**config.mk**
```make
export PLATFORM = sky130hd
export DESIGN_NAME = sort_stream_out
export DESIGN_NICKNAME = d
export VERILOG_FILES = /design/src/rtl/sort_stream_out.sv
export SDC_FILE = /design/constraint.sdc
export NUM_CORES = 2
export LEC_CHECK = 0
export CAP_MARGIN = 25
export CORE_ASPECT_RATIO = 1.4
export CORE_MARGIN = 4
export CORE_UTILIZATION = 25
export CTS_CLUSTER_DIAMETER = 60
export DETAILED_ROUTE_END_ITERATION = 10
export PLACE_DENSITY_LB_ADDON = 0.12
export SETUP_SLACK_MARGIN = 0.15
export SYNTH_ARGS = -nofsm -noshare
export SYNTH_HDL_FRONTEND = slang
export SYNTH_SLANG_ARGS = --single-unit
```
**constraint.sdc**
```tcl
create_clock -name clk -period 72.6 [get_ports clk]
set_clock_uncertainty 0.2 [all_clocks]
set_input_delay 14.52 -clock clk [delete_from_list [all_inputs] [get_ports clk]]
set_output_delay 14.52 -clock clk [all_outputs]
set_load 0.03 [all_outputs]
```
**src/rtl/sort_stream_out.sv**
```systemverilog
// Snapshots a sorted register bank on load and streams it out rank 0 first over a
// valid/ready handshake. Optional key-order checker: define SORT_ORDER_CHECK_EN.
module sort_stream_out #(
   parameter int N     = 32,
   parameter int W     = 29,
   parameter int IDX_W = 5
) (
   input  logic             clk,
   input  logic             reset,
   input  logic             load,
   input  logic [N*W-1:0]   sorted_flat,
   output logic             out_valid,
   input  logic             out_ready,
   output logic [W-1:0]     out_data,
   output logic [IDX_W-1:0] out_index,
   output logic [IDX_W-1:0] out_rank,
   output logic             out_last,
   output logic             busy,
   output logic             done,
   output logic             overrun
`ifdef SORT_ORDER_CHECK_EN
   ,
   output logic             order_err
`endif
);

   typedef enum logic [1:0] {IDLE, STREAM, DONE} state_t;

   state_t           state_q, state_d;
   logic [W-1:0]     buffer [N];
   logic [IDX_W-1:0] rank_q;
   logic [IDX_W-1:0] rank_nxt;
   logic             accept;
   logic             last_accept;

   assign accept      = (state_q == STREAM) & out_valid & out_ready;
   assign last_accept = accept & out_last;
   assign rank_nxt    = rank_q + 1'b1;
   assign out_index   = out_data[W-1 -: IDX_W];
   assign out_rank    = rank_q;

   // NOTE: every variable assigned in always_comb gets a default first, so no latch is inferred.
   always_comb begin
      state_d = state_q;
      unique case (state_q)
         IDLE:    if (load) state_d = STREAM;
         STREAM:  if (last_accept) state_d = DONE;
         DONE:    state_d = IDLE;
         default: state_d = IDLE;
      endcase
   end

   // NOTE: sequential state uses non-blocking assignments so all registers update together.
   always_ff @(posedge clk or posedge reset) begin
      if (reset) state_q <= IDLE;
      else       state_q <= state_d;
   end

   // NOTE: the buffer is cleared on reset so no stale frame is ever observable after an abort.
   always_ff @(posedge clk or posedge reset) begin
      if (reset) begin
         for (int k = 0; k < N; k++) buffer[k] <= '0;
      end else if (state_q == IDLE && load) begin
         for (int k = 0; k < N; k++) buffer[k] <= sorted_flat[k*W +: W];
      end
   end

   always_ff @(posedge clk or posedge reset) begin
      if (reset) begin
         out_valid <= 1'b0;
         out_data  <= '0;
         out_last  <= 1'b0;
         rank_q    <= '0;
         busy      <= 1'b0;
         done      <= 1'b0;
         overrun   <= 1'b0;
      end else begin
         busy <= (state_d == STREAM);
         done <= (state_d == DONE);
         if (load && state_q != IDLE) overrun <= 1'b1;

         // Entry 0 comes straight from the input bank so it is valid one cycle after load.
         if (state_q == IDLE && load) begin
            out_valid <= 1'b1;
            out_data  <= sorted_flat[W-1:0];
            out_last  <= (N == 1);
            rank_q    <= '0;
         end else if (last_accept) begin
            out_valid <= 1'b0;
            out_data  <= '0;
            out_last  <= 1'b0;
            rank_q    <= '0;
         end else if (accept) begin
            out_data  <= buffer[rank_nxt];
            out_last  <= (rank_nxt == IDX_W'(N - 1));
            rank_q    <= rank_nxt;
         end
      end
   end

`ifdef SORT_ORDER_CHECK_EN
   logic [W-IDX_W-1:0] prev_key;

   // Rank 0 has no predecessor in its frame, so the comparison restarts there.
   always_ff @(posedge clk or posedge reset) begin
      if (reset) begin
         order_err <= 1'b0;
         prev_key  <= '0;
      end else if (accept) begin
         if (rank_q != '0 && out_data[W-IDX_W-1:0] < prev_key) order_err <= 1'b1;
         prev_key <= out_data[W-IDX_W-1:0];
      end
   end
`endif

endmodule

```
# Word level (Yosys, flattened, before mapping)
# Index checks and enable logic that the tools add are counted.
[word_totals] reg_bits=969 latch_bits=0 ramBits=0 rom_bits=0 inputBits=932 out_inout_bits=44 elab_cells=73 mem_count=0
[op_classes] n_addsub=1 mul=0 div=0 n_lt_le_gt_ge=1 eq_ne=4 shifts=0 n_mux=17 n_bitwise=4 n_reduce_logical=6
[op_table] operator="$bmux 29 s5" count=1
[op_table] operator="$mux 29" count=5
[op_table] operator="$mux 5" count=3
[op_table] operator="$ge 6x6->1 const B" count=1
[op_table] operator="$not 5->6" count=1
[op_table] operator="$add 5x1->5 const B" count=1
[op_table] operator="$eq 5x5->1 const B" count=1
[op_table] operator="$mux 1" count=5
[op_table] operator="$eq 2x1->1 const B" count=2
[op_table] operator="$mux 2" count=2
[op_table] operator="$pmux 2 s2" count=1
[op_table] operator="$reduce_bool 2->1" count=2
[op_table] operator="$and 1x1->1" count=3
[op_table] operator="$reduce_bool 3->1" count=1
[op_table] operator="$eq 2x2->1 const B" count=1
[op_table] operator="$logic_and 1x1->1" count=2
[op_table] operator="$logic_not 2->1" count=1

# Longest topological paths before layout
[depth] word_depth=8 ltp_mapped=14 mapped_depth_nobuf=6

# Worst setup path after synthesis
# Ideal clock, no wire load.
[synth_path] path_type="input-to-reg" from="input out_ready" to="register out_data[10]" setup_time_ns=0.066 arrival_ns=15.987 required_time_ns=72.334 slack_ns=56.346 cell_stages=8 path_buffers=3 cell_sequence="nand4b_1 -> nand2b_1 -> buf_2 -> or3b_1 -> clkbuf_1 -> clkbuf_1 -> o21ai_0 -> a221o_1"
[synth_between] elab_chain_cells=4 word_cells_on_any_way=5 cone_classes="2 x mux; 2 x bitwise; 1 x reduce/logical"
[synth_rtl] item="from (decl)" line="13" text="input logic out_ready,"
[synth_rtl] item="$and 1x1->1 *" line="36" text="assign accept = (state_q == STREAM) & out_valid & out_ready;"
[synth_rtl] item="$and 1x1->1" line="37" text="assign last_accept = accept & out_last;"
[synth_rtl] item="$mux 29" line="88" text="end else if (last_accept) begin"
[synth_rtl] item="$mux 29" line="83" text="if (state_q == IDLE && load) begin"
[synth_rtl] item="to (signal assigned)" line="85" text="out_data <= sorted_flat[W-1:0];"
[synth_rtl] item="to (signal assigned)" line="94" text="out_data <= buffer[rank_nxt];"
[synth_rtl] item="to (decl)" line="14" text="output logic [W-1:0] out_data,"
# Mark *: on every way between the ends. The rest lies on a longest branch, timed or not.
# A chain may end at the register's enable or synchronous reset.

==> reports/summary.txt <==
Worst Path Class, Setup -> input pin to async pin
WP data arrival -> 19770 ps
Worst Tran Pin Value -> 1160 ps
Synthesized flop and latch total -> 969
Nets@finish -> 4479
Row cnt -> 180
RSZ-0062 raised after global routing -> no
Minimum clock period -> 19070 ps
Tcrit/Tclk final -> 26.3%
Routed WL -> 178 mm
First-pass GRT wire length -> 246 mm
Crit path launch -> reset
Critical path endpoint category -> async pin
Layout cells sized above 1 -> 39.8%
Non-Filler Instances -> 5958
Rel. slew slack -> 22.7%
Initial antenna violation count -> 143
Resized cells post-CTS -> 0
Seq pwr share -> 34.7%
Port Buf Inserts -> 975
Seq/Total Area, Yosys -> 56.1%
Chip width -> 360 um
Share of flip-flops with an asynchronous set or reset -> 100%
CTS sink cnt -> 969
Vias in the first global route -> 30000
DR vias -> 27500
Starting Density -> 25.2%
WHS Path Cells -> 1
NetSw -> 0.000640 W
Final setup margin -> 53530 ps
Worst R2R Start -> out_rank[0]
Post-Synth Adder-Cell Area -> 0.0579%
Hold wc startpoint -> overrun
Final Hold Fails -> 0
Largest family of logic cells by synthesized area -> multiplexers
Most frequent cells after synthesis -> 977 x mux2_2, 969 x dfrtp_1, 232 x mux4_2
1st-iter DRT viols -> 1477
CTS root buf -> clkbuf_16
Combinational share of power -> 34.6%
Ys Warns -> 0
Routed length on met1 -> 70.1 mm
Core region area -> 0.172 sq mm
H-tree Lvls -> 3
Fillers -> 16700
Status -> finished clean
DRC Markers -> 0
Setup-failing EPs final -> 0
CTS tree -> built
VDD IR max -> 0.0344 mV
Largest net degree at the start of global routing -> 176
Syn_area_per_cell -> 16.7 sq um
Clk pwr share -> 30.8%
Setup bufs post-CTS -> 0
Hold Buf Count CTS -> 0
Drt first pass iters -> 5
CP required -> 73300 ps
Power Density -> 31.7 mW/mm^2
Clk Latency, worst-skew pair -> 750 ps
Post-synth top area share -> 56.1%
GP Congestion -> 0.799
Max layer used -> met5
WL per Instance -> 29.9 um
Hold Crit Class -> flip-flop to flip-flop
Place WS -> 52490 ps
Switching share of power -> 34.0%
Most common cell in the netlist -> mux2_2
Syn Nets -> 3531
Startpoint types -> input pin
Maximum root-to-sink buffer count -> 3
Synth Area in Simple Gates -> 0.437%
Post-synth EDFFs -> 0
Post-synth top area cell -> dfrtp_1
Syn Inst Count -> 2597
Peak Freq -> 52.4 MHz
Post-synth top flop -> dfrtp_1
DRT antenna net count -> 0
Die height -> 500 um
Met3 WL post-DR -> 19.1 mm
Synthesis-to-finish area growth -> 37.3%
Synth Area in Compound Gates -> 1.51%
Post-Syn Area -> 0.0433 sq mm
Internal power -> 0.00124 W
Placed Cells -> 5704
Ports -> 976
DP HPWL -> 135 mm
Total grt overflow -> 0
Synth Area in XOR/XNOR -> 0.0955%
CTS buffer count -> 113
Post-synthesis mux area share -> 39.7%
Max Fanout on Critical Path -> 150
Met2 Wirelength -> 84.0 mm
Cell depth of the worst flop-to-flop path -> 9
Setup tns final -> 0 ps
Max Cap Viol -> 0
GRT Util Overall -> 19.4%
Vias/cell -> 4.61
Clk pin slew, worst setup/hold paths -> 60 ps
Synth cell types -> 30
Top post-synthesis cells by area -> dfrtp_1 56%, mux2_2 25%, mux4_2 12%, mux2i_1 2.2%, buf_2 1.1%
DIE AREA -> 0.180 sq mm
LEAKAGE -> 24.4 nW
Final Max Slew Viols -> 0
-- cell families (layout without fill, tap and decap cells) --
family,after synthesis,count (layout)
AO/OA/AOI/OAI,86,86
flip-flops,969,969
adder cells (fa/ha/maj),2,2
multiplexers,1305,1305
buffers and inverters,192,1227
AND/OR/NAND/NOR,40,40
XOR/XNOR,3,3
other,0,51
-- cell type report --
class,instances,area [sq um],area share (%)
tap,2275,2850,4.79
clock inverter,34,365,0.615
timing repair buffer,1022,10300,17.3
clock buffer,168,3370,5.67
antenna,51,128,0.215
sequential,969,24300,40.8
multi-input combinational,1436,18200,30.6
inverter,3,18.8,0.0316
-- routing by layer --
layer | vias up | global-route usage [%]
li1 | 11800 | -
met1 | 14200 | 23.1
met2 | 1013 | 31.5
met3 | 297 | 9.26
met4 | 148 | 5.37
met5 | - | 0
-- worst paths after layout --
kind / endpoint / slack [ps]
max in group clk: buffer[906] / 54240
max reg2reg: out_data[3] / 67700
max: out_data[17] / 53530
min: overrun / 260
min in group asynchronous: buffer[687] / 14130
min reg2reg: overrun / 260
-- layout by cell type, fill, tap and decap left out, types with 5 or more instances in the layout --
master,Yosys,layout
a221o_1,19,19
a222oi_1,10,10
a22oi_1,19,19
buf_12,0,7
buf_4,10,37
clkbuf_1,60,24
clkbuf_16,0,115
clkbuf_8,0,29
clkdlybuf4s50_1,0,975
clkinv_2,0,17
dfrtp_1,969,968
diode_2,0,51
inv_8,0,5
mux2_2,977,977
mux2i_1,96,96
mux4_2,232,232
nand2_1,18,18
nor2_1,6,5
o211ai_1,10,10
o21ai_0,18,18
o21ai_1,8,8
-- power by group through the flow --
stage	combinational (W)	sequential [W]	clock, W
floorplan	0.000358	0.000660	0
global placement	0.000678	0.000664	0
detailed placement	0.000680	0.000665	0
CTS	0.000682	0.000655	0.000601
global route	0.000697	0.000661	0.000621
finish	0.000651	0.000653	0.000580
-- flip-flops by register name, summed over array words and instances (netlist names), 2 cells and up --
signal,cells
buffer,928
out_data,29
out_rank,5
state_q,2
-- through the flow --
step / util (%) / hold WS [ps] / power (W) / instance area (sq um)
after global routing: 34.5 / 297 / 0.00198 / 59300
final: 34.6 / 264 / 0.00188 / 59400
after floorplan: - / 275 / 0.00102 / 43300
after detailed placement: 32.3 / 254 / 0.00134 / 55500
after CTS: 34.5 / 268 / 0.00194 / 59200
after global placement: 32.3 / 258 / 0.00134 / 55400
-- worst max-delay path, cell delays in order --
cell,delay (ps)
clkdlybuf4s50_1,490
inv_8,570
buf_12,650
buf_4,830
buf_4,750
buf_4,720
buf_4,520
buf_16,310
Power figures use the tool's default switching activity.
